**src/rtl/board_settle_unit.sv**
```systemverilog
// Commits a landed tile into the matrix memory and removes full rows, compacting the rest downward.
// Optional BOARD_SETTLE_STATS_EN adds a running total of removed rows on total_lines_o.
module board_settle_unit #(
  parameter int unsigned width_p  = 10,
  parameter int unsigned height_p = 20
) (
  input  logic                        clk_i,
  input  logic                        reset_i,
  input  logic                        commit_v_i,
  input  logic                        check_v_i,
  output logic                        done_o,
  input  logic [7:0]                  pos_x_i,
  input  logic [7:0]                  pos_y_i,
  input  logic [15:0]                 shape_i,
  input  logic [15:0]                 shape_on_board_i,
  output logic                        empty_o,
  output logic [7:0]                  mm_block_x_o,
  output logic [7:0]                  mm_block_y_o,
  output logic [15:0]                 mm_block_data_o,
  output logic                        mm_block_v_o,
  input  logic                        mm_is_ready_i,
  output logic [$clog2(height_p)-1:0] mm_read_addr_o,
  input  logic [width_p-1:0]          mm_read_data_i,
  output logic [$clog2(height_p)-1:0] mm_write_addr_o,
  output logic [width_p-1:0]          mm_write_data_o,
  output logic                        mm_write_v_o,
  output logic [2:0]                  combine_number_o
`ifdef BOARD_SETTLE_STATS_EN
  ,
  output logic [15:0]                 total_lines_o
`endif
);

  localparam int unsigned addr_w_lp = $clog2(height_p);
  localparam logic [addr_w_lp-1:0] last_row_lp = addr_w_lp'(height_p - 1);

  typedef enum logic [2:0] {
    IDLE,
    COMMIT_WAIT,
    COMMIT_WR,
    SCAN,
    FILL,
    DONE,
    HOLD
  } state_e;

  state_e               state_r, state_n;
  logic [addr_w_lp-1:0] rd_r, rd_n;
  logic [addr_w_lp-1:0] wr_r, wr_n;
  logic [2:0]           count_r, count_n;
  logic                 is_check_r, is_check_n;
  logic                 row_full;

  assign row_full        = &mm_read_data_i;
  assign mm_block_x_o    = pos_x_i;
  assign mm_block_y_o    = pos_y_i;
  assign mm_block_data_o = shape_i | shape_on_board_i;

  always_ff @(posedge clk_i or posedge reset_i) begin
    if (reset_i) begin
      state_r          <= IDLE;
      rd_r             <= last_row_lp;
      wr_r             <= last_row_lp;
      count_r          <= '0;
      is_check_r       <= 1'b0;
      combine_number_o <= '0;
    end else begin
      state_r    <= state_n;
      rd_r       <= rd_n;
      wr_r       <= wr_n;
      count_r    <= count_n;
      is_check_r <= is_check_n;
      if (state_r == DONE && is_check_r) begin
        combine_number_o <= count_r;
      end
    end
  end

`ifdef BOARD_SETTLE_STATS_EN
  always_ff @(posedge clk_i or posedge reset_i) begin
    if (reset_i) begin
      total_lines_o <= '0;
    end else if (state_r == DONE && is_check_r) begin
      total_lines_o <= total_lines_o + 16'(count_r);
    end
  end
`endif

  always_comb begin
    state_n         = state_r;
    rd_n            = rd_r;
    wr_n            = wr_r;
    count_n         = count_r;
    is_check_n      = is_check_r;
    done_o          = 1'b0;
    empty_o         = 1'b0;
    mm_block_v_o    = 1'b0;
    mm_write_v_o    = 1'b0;
    mm_read_addr_o  = rd_r;
    mm_write_addr_o = wr_r;
    mm_write_data_o = '0;

    case (state_r)
      IDLE: begin
        if (commit_v_i) begin
          is_check_n = 1'b0;
          state_n    = COMMIT_WAIT;
        end else if (check_v_i) begin
          is_check_n = 1'b1;
          rd_n       = last_row_lp;
          wr_n       = last_row_lp;
          count_n    = '0;
          state_n    = SCAN;
        end
      end

      COMMIT_WAIT: begin
        if (mm_is_ready_i) begin
          state_n = COMMIT_WR;
        end
      end

      COMMIT_WR: begin
        mm_block_v_o = 1'b1;
        state_n      = DONE;
      end

      SCAN: begin
        // Surviving rows are copied down to wr; wr only lags rd once a full row is skipped.
        if (row_full) begin
          count_n = (count_r == 3'd7) ? 3'd7 : count_r + 3'd1;
        end else begin
          mm_write_v_o    = 1'b1;
          mm_write_data_o = mm_read_data_i;
          wr_n            = wr_r - 1'b1;
        end
        if (rd_r == '0) begin
          state_n = (count_n == '0) ? DONE : FILL;
        end else begin
          rd_n = rd_r - 1'b1;
        end
      end

      FILL: begin
        mm_write_v_o = 1'b1;
        if (wr_r == '0) begin
          state_n = DONE;
        end else begin
          wr_n = wr_r - 1'b1;
        end
      end

      DONE: begin
        done_o  = 1'b1;
        empty_o = ~is_check_r;
        state_n = HOLD;
      end

      HOLD: begin
        if (!commit_v_i && !check_v_i) begin
          rd_n    = last_row_lp;
          wr_n    = last_row_lp;
          state_n = IDLE;
        end
      end

      default: state_n = IDLE;
    endcase
  end

endmodule

```
**config.mk**
```make
export PLATFORM = sky130hd
export DESIGN_NAME = board_settle_unit
export DESIGN_NICKNAME = d
export VERILOG_FILES = /design/src/rtl/board_settle_unit.sv
export SDC_FILE = /design/constraint.sdc
export NUM_CORES = 1
export LEC_CHECK = 0
export CAP_MARGIN = 10
export CORE_MARGIN = 5
export CORE_UTILIZATION = 33
export DETAILED_ROUTE_END_ITERATION = 8
export PLACE_DENSITY_LB_ADDON = 0.08
export SYNTH_ARGS = -nofsm -noshare
export SYNTH_HDL_FRONTEND = slang
export SYNTH_SLANG_ARGS = --single-unit
```
**constraint.sdc**
```tcl
create_clock -name clk_i -period 2.2 [get_ports clk_i]
set_input_delay 0.33 -clock clk_i [delete_from_list [all_inputs] [get_ports clk_i]]
set_output_delay 0.33 -clock clk_i [all_outputs]
set_load 0.005 [all_outputs]
```
==> results of run 1 <==
-- worst reg2reg max path: cells and delay by family (launching register included) --
family | cells | cell delay, ns
simple gates | 3 | 1.18
flops | 1 | 0.38
compound gates | 1 | 0.26
fa+ha+maj | 1 | 0.15
buf+inv | 1 | 0.10
-- power by group through the flow --
stage / Sequential, mW / Clock [mW] / Combinational, mW
3_5_place_dp: 0.616 / 0 / 1.29
2_1_floorplan: 0.600 / 0 / 0.702
6_report: 0.615 / 0.253 / 1.32
3_3_place_gp: 0.617 / 0 / 1.28
5_1_grt: 0.635 / 0.276 / 1.46
4_1_cts: 0.613 / 0.265 / 1.30
-- sequential cells by signal (all words and copies together) (netlist names) --
name              cells
mm_read_addr_o        5
mm_write_addr_o       5
combine_number_o      3
state_r               3
count_r               3
is_check_r            1
-- what timing repair did --
action | 4_1_cts | 5_1_grt
hold buffers | 0 | 0
endpoints found under the setup margin | 11 | 14
hold endpoints to repair | 0 | 0
setup buffers | 1 | 4
pin swaps | 0 | 4
resized for setup | 3 | 24
-- through the flow --
| stage | area (um^2) | total power, mW | hold slack [ns] | TNS (ns) | util (%) |
|---|---|---|---|---|---|
| floorplan | 1530 | 1.30 | 0.289 | 0 | - |
| global placement | 2520 | 1.90 | 0.487 | -1.11 | 57.2 |
| detailed placement | 2520 | 1.91 | 0.493 | -1.51 | 57.2 |
| CTS | 2580 | 2.18 | 0.497 | -0.493 | 58.5 |
| global route | 2670 | 2.37 | 0.544 | -0.00646 | 60.5 |
| finish | 2670 | 2.19 | 0.467 | 0 | 60.5 |
-- logic make-up after synthesis --
family / count (synthesis) / synth area share [%]
XOR/XNOR: 3 / 1.72
multiplexers: 6 / 4.25
AND/OR/NAND/NOR: 90 / 33.8
flip-flops: 20 / 33.2
AO/OA/AOI/OAI: 28 / 12.4
adder cells (fa/ha/maj): 5 / 4.09
buffers and inverters: 26 / 10.5
-- synthesized netlist by cell type, types with 2 or more instances --
library cell | instances | share of area (%)
xnor2_1 | 2 | 1.1
nor2_1 | 14 | 3.4
a21oi_1 | 10 | 3.3
dfstp_2 | 6 | 10
nor3_1 | 8 | 2.6
mux2i_1 | 2 | 1.3
nand2_1 | 13 | 3.2
o31ai_1 | 3 | 1.5
nand4_1 | 2 | 0.82
nor4b_1 | 3 | 1.7
or2_2 | 16 | 6.5
a31oi_1 | 2 | 0.82
nor2b_1 | 7 | 2.9
o21ai_0 | 3 | 0.98
clkbuf_1 | 2 | 0.49
a22o_1 | 2 | 1.1
nand3_1 | 2 | 0.65
buf_2 | 3 | 0.98
nor3b_1 | 2 | 0.98
mux2_2 | 4 | 2.9
ha_1 | 5 | 4.1
buf_4 | 16 | 7.8
inv_1 | 5 | 1.2
nor4bb_1 | 2 | 1.3
dfrtp_1 | 14 | 23
and2_1 | 11 | 4.5
-- per-layer routing --
| layer | vias to the layer above | track usage [%] | wire [um] | part of all wire [%] |
|---|---|---|---|---|
| met3 | 10 | 4.81 | 403 | 8.6 |
| met4 | 0 | 2.20 | 57 | 1.2 |
| li1 | 803 | - | - | - |
| met2 | 68 | 24.5 | 2310 | 49 |
| met1 | 765 | 19.4 | 1940 | 41 |
| met5 | - | 0 | 0 | 0 |
-- cell type report --
type	instances	area share [%]
repair buffers	118	43.0
multi-input cells	132	33.2
flip-flops and latches	20	19.0
well taps	52	2.44
clock buffers	4	1.69
inverters	5	0.703
-- worst max path at each step --
stage | from | end | slack, ns | cells past startpoint
after CTS | mm_read_data_i[2] | mm_write_data_o[6] | -0.06 | 6
after global routing | mm_write_addr_o[0] | mm_write_addr_o[3] | -0.004 | 7
after global placement | mm_read_data_i[1] | mm_write_data_o[0] | -0.12 | 6
final | mm_write_addr_o[1] | state_r[0] | 0.04 | 6
after floorplan | mm_write_addr_o[0] | state_r[0] | 0.15 | 6
after detailed placement | mm_read_data_i[2] | mm_write_data_o[9] | -0.16 | 6
-- cell usage in the layout (no fill, tap or decap), drive strengths merged, types with 2 or more instances in the layout --
cell type	count
clkdlybuf4s50	70
buf	29
dlymetal6s2s	17
or2	16
dfrtp	14
nor2	14
nand2	13
and2	11
a21oi	11
nor3	8
nor2b	7
dfstp	6
inv	5
ha	5
clkbuf	5
mux2	4
o31ai	4
nor4b	3
o21ai	3
nor4bb	2
nor3b	2
nand4	2
mux2i	2
a22o	2
nand3	2
a31oi	2
xnor2	2
or4	2
==> impl_metrics.csv, run 1 <==
group,metric,value,unit
synthesis,yosysWarningCount,0,
clock_network,cts_tree,"built",
clock_network,insertion_delay,0.26,ns
critical_path,path_delay_family,"simple AND/OR/NAND/NOR gates",
power,switching_power_summed_over_all_nets,0.800,mW
floorplanning,core_area,4410,um^2
timing,timing.fmax,0.463,GHz
critical_path,worst_reg_to_reg_path_cell_count,6,
grt,grt_start_max_net_pins,18,
routing,drcViolationCount,0,
layout,drive_gt1_share,24.4,%
routing,routed-via-count,1646,
routing,drt-wirelength-per-cell,14.2,um
synthesis,part_of_the_yosys_area_used_for_sequential_elements,33.2,%
layout,num-nets-final,348,
critical_path,rr_startpoint,"mm_write_addr_o[1]",
power,power.share.switching,36.5,%
routing,drt_iter0_drc,100,
layout,fin_cells,331,
layout,antennaDiodeCount,0,
power,cellLeakagePower,1.38,nW
routing,route.final.wire_length,4.71,mm
timing,worstMarginPinSlew,0.676,ns
critical_path,timing.critical_path.buf_inv,1,
synthesis,post_synth_instance_area,1530,um^2
run_status,run_status,"completed",
timing,fin_skew,0.00808,ns
clock_network,ctsRootBufferMaster,"clkbuf_8",
critical_path,crit_path_class,"reg -> reg",
layout,multi_input_area,886,um^2
routing,routed_via_density,4.97,
timing,final.setup.worst_slack,0.0411,ns
power,ir_worst_vdd,644,uV
synthesis,yosys_register_bits,20,
run,timing.max_cap.violations,0,
clock_network,ctsLongestPathBuffers,2,
timing,fin_crit_sh,98.1,%
critical_path,critical-path-max-stage-delay,0.57,ns
synthesis,synth_ff_type,"dfrtp_1",
placed_design,dp.cells,322,
floorplanning,fp-row-count,24,
timing,timing.final.hold_violations,0,
routing,iteration_count_of_the_initial_detailed_routing_pass,4,
timing,slew_violations,0,
floorplanning,die_area,6100,um^2
floorplanning,io_pins,122,
timing,slew_headroom,54.9,%
critical_path,slowest_stage,"or4_4",
layout,sequential_cell_area,508,um^2
power,share_seq_of_total_power,28.1,%
critical_path,maximum_net_fanout_on_the_critical_path,4,
critical_path,worst-endpoint-arrival,2.31,ns
timing,post-route-min-period,2.16,ns
placed_design,dp_worst_setup_slack,-0.164,ns
critical_path,r2r_slack,0.04,ns
critical_path,regToRegEndpoint,"state_r[0]",
synthesis,syn-mean-instance-area,8.60,um^2
synthesis,async_set_reset_flop_share_out_of_synthesis,100,%
synthesis,synthesized_netlist_cell_count,178,
routing,number_of_nets_with_antenna_violations_after_routing,0,
critical_path,required,2.35,ns
power,power.share.clock,11.5,%
layout,nFillCells,421,
floorplanning,die-width,78.1,um
clock_network,register_clock_pin_slew_on_the_reported_worst_setup_and_hold_paths,0.08,ns
synthesis,mappedNetlistNets,246,
timing,final-setup-viol-count,0,
grt,global_route_wire_length_before_repair,7.49,mm
synthesis,synth_enable_flop_cells,0,
worst_hold_path,hold_class,"in -> async",
grt,antenna_found_initial,0,
grt,first_global_vias,1536,
power,power_frac_comb,60.4,%
clock_network,cts_inserted_buffers,3,
critical_path,crit_path_end_kind,"flip-flop",
clock_network,cts_max_level,1,
power,cell_internal_pwr,1.39,mW
placed_design,buffer_ports.inserted,89,
synthesis,synth.lib_cells_used.distinct,45,
power,power-per-cell-area,819,nW/um^2
critical_path,worstSetupStartpointType,"flip-flop",
grt,gr-usage-all-layers,14.9,%
grt,gr-total-overflow,0,
floorplanning,initial_utilization,34.7,%
floorplanning,chipHeight,78.1,um
critical_path,worstPathCellList,"inv_1 > ha_1 > or4b_4 > nor2b_1 > or4_4 > a22o_1",
placed_design,dpl.hpwl,3.75,mm
placed_design,gp_routability_congestion,0.800,
clock_network,clkSinkCount,20,
layout,flow.area_growth_from_synthesis,74.6,%
No activity file was read; power rests on OpenSTA's default activity.
==> run 2, diff against run 1 <==
Settings changed: CORE_MARGIN 5 to 2, CORE_UTILIZATION 33 to 36.
Clock period 2.2 ns to 2.7 ns, I/O delays scaled along.
==> run 2 against run 1 <==
Combinational power decreased by 28%. Register-to-register slack improved by 0.47 ns. Cell area decreased by 7.8%. Via count decreased by 5.3%. Largest cell class unchanged. Critical path depth unchanged. Clock skew decreased by 0.0052 ns. Non-clock buffer count decreased by 20. Clock-buffer cell count unchanged. Largest power group unchanged. Worst hold slack improved by 0.036 ns. Global-route usage increased by 3.0 points.
==> impl_metrics.csv, run 2 (same netlist as run 1, synthesis figures left out) <==
group,metric,value,unit
run_status,run_status,"completed",
timing,fin_crit_sh,92.3,%
layout,num-nets-final,328,
layout,nFillCells,378,
critical_path,r2r_slack,0.51,ns
floorplanning,fp-row-count,23,
routing,drt-wirelength-per-cell,13.2,um
timing,rsz_0062_raised_after_global_routing,"false",
layout,sequential_cell_area,508,um^2
clock_network,ctsRootBufferMaster,"clkbuf_8",
power,cellLeakagePower,1.03,nW
floorplanning,core_area,4060,um^2
timing,worstMarginPinSlew,0.786,ns
run,timing.max_cap.violations,0,
layout,flow.area_growth_from_synthesis,61.0,%
grt,first_global_vias,1553,
clock_network,post_cts.repair.setup_buffers,0,
layout,antennaDiodeCount,0,
worst_hold_path,hold_class,"reg -> reg",
grt,gr-total-overflow,0,
clock_network,cts_tree,"built",
layout,layout_commonest_cell,"clkdlybuf4s50_1",
layout,mostFrequentLayoutCells,"clkdlybuf4s50_1, or2_2, nor2_1, dfrtp_1, nand2_1",
placed_design,gp_routability_congestion,0.730,
floorplanning,initial_utilization,37.7,%
placed_design,buffer_ports.inserted,89,
timing,final-setup-viol-count,0,
layout,multi_input_area,861,um^2
timing,final.setup.tns,0,ns
critical_path,required,2.30,ns
critical_path,rr_startpoint,"mm_write_addr_o[0]",
grt,grt_start_max_net_pins,21,
timing,slew_violations,0,
timing,fin_skew,0.00291,ns
routing,drcViolationCount,0,
critical_path,crit_path_class,"in -> out",
power,cell_internal_pwr,1.09,mW
timing,post-route-min-period,2.49,ns
critical_path,worst-endpoint-arrival,2.09,ns
clock_network,register_clock_pin_slew_on_the_reported_worst_setup_and_hold_paths,0.07,ns
layout,final_core_util,60.7,%
critical_path,crit_path_end_kind,"output port",
power,power_frac_comb,55.2,%
routing,routed_via_density,5.04,
grt,global_route_wire_length_before_repair,7.15,mm
power,power.share.switching,36.3,%
clock_network,cts_resized,0,
clock_network,insertion_delay,0.26,ns
routing,drt_iter0_drc,74,
timing,timing.hold.ws,0.503,ns
clock_network,postCtsHoldBufs,0,
floorplanning,die_area,4790,um^2
timing,timing.final.hold_violations,0,
floorplanning,die-width,69.2,um
worst_hold_path,worstHoldStart,"combine_number_o[1]",
power,share_seq_of_total_power,31.5,%
critical_path,maximum_net_fanout_on_the_critical_path,10,
power,power-per-cell-area,696,nW/um^2
timing,timing.fmax,0.401,GHz
power,power.share.clock,13.3,%
power,ir_worst_vdd,405,uV
critical_path,worstSetupStartpointType,"primary input",
clock_network,ctsLongestPathBuffers,2,
timing,slew_headroom,47.6,%
routing,route.final.wire_length,4.08,mm
grt,antenna_found_initial,0,
grt,gr-usage-all-layers,17.9,%
clock_network,cts_max_level,1,
routing,iteration_count_of_the_initial_detailed_routing_pass,4,
routing,routed-via-count,1558,
floorplanning,io_pins,122,
worst_hold_path,hold_end,"combine_number_o[1]",
critical_path,regToRegEndpoint,"state_r[0]",
layout,drive_gt1_share,17.0,%
critical_path,worst_reg_to_reg_path_cell_count,6,
placed_design,dpl.hpwl,3.26,mm
power,switching_power_summed_over_all_nets,0.622,mW
floorplanning,chipHeight,69.2,um
worst_hold_path,timing.hold.worst_path_depth,1,
clock_network,clkSinkCount,20,
routing,number_of_nets_with_antenna_violations_after_routing,0,
clock_network,cts_inserted_buffers,3,
run 2: cell count changes in the layout (fill, tap and decap cells not counted), sizes merged:
cell | before | now
buf | 29 | 9
dlygate4sd2 | 1 | 0
clkdlybuf4s50 | 70 | 89
dlymetal6s2s | 17 | 0
clkbuf | 5 | 4
run 2: worst max-delay path by stage:
stage                             startpoint  slack, ns  cells after the start                 end
after global placement     mm_read_data_i[7]       0.26                      6  mm_write_data_o[3]
after floorplan           mm_write_addr_o[0]       0.65                      6          state_r[0]
final                      mm_read_data_i[4]       0.21                      6  mm_write_data_o[3]
after CTS                         state_r[2]       0.23                      4  mm_write_data_o[2]
after global routing              state_r[2]       0.07                      4  mm_write_data_o[7]
after detailed placement   mm_read_data_i[4]       0.23                      6  mm_write_data_o[3]
run 2: power groups by stage:
stage               Clock (mW)  Sequential (mW)  Combinational [mW]
floorplan                    0            0.489               0.572
global placement             0            0.541               0.937
detailed placement           0            0.541               0.954
CTS                      0.235            0.538               0.956
global route             0.251            0.557                1.05
finish                   0.229            0.539               0.946
run 2: per-stage QoR:
step / cell area, um^2 / std cells / power (mW) / worst slack, ns
6_report: 2460 / 309 / 1.71 / 0.207
3_3_place_gp: 2410 / 305 / 1.48 / 0.263
5_1_grt: 2460 / 309 / 1.86 / 0.0679
3_5_place_dp: 2410 / 305 / 1.49 / 0.233
4_1_cts: 2460 / 309 / 1.73 / 0.227
2_1_floorplan: 1530 / 178 / 1.06 / 0.646
run 2: cell type report:
| cell class | instances | area share, % |
|---|---|---|
| well taps | 50 | 2.54 |
| multi-input cells | 132 | 34.9 |
| flip-flops and latches | 20 | 20.6 |
| inverters | 5 | 0.762 |
| clock buffers | 4 | 2.23 |
| repair buffers | 98 | 38.9 |
run 2: critical path, cell delays in order:
cell             delay [ns]
clkdlybuf4s50_1        0.42
nand4_1                0.13
nor3_1                 0.07
nor2_1                 0.36
and2_1                 0.19
clkdlybuf4s50_1        0.51
run 2: layer usage:
layer	share of wire [%]	global-route usage (%)	up-vias
li1	-	-	767
met5	0	0	-
met4	3.0	7.84	0
met1	43	21.3	699
met3	8.9	5.96	21
met2	45	29.4	71
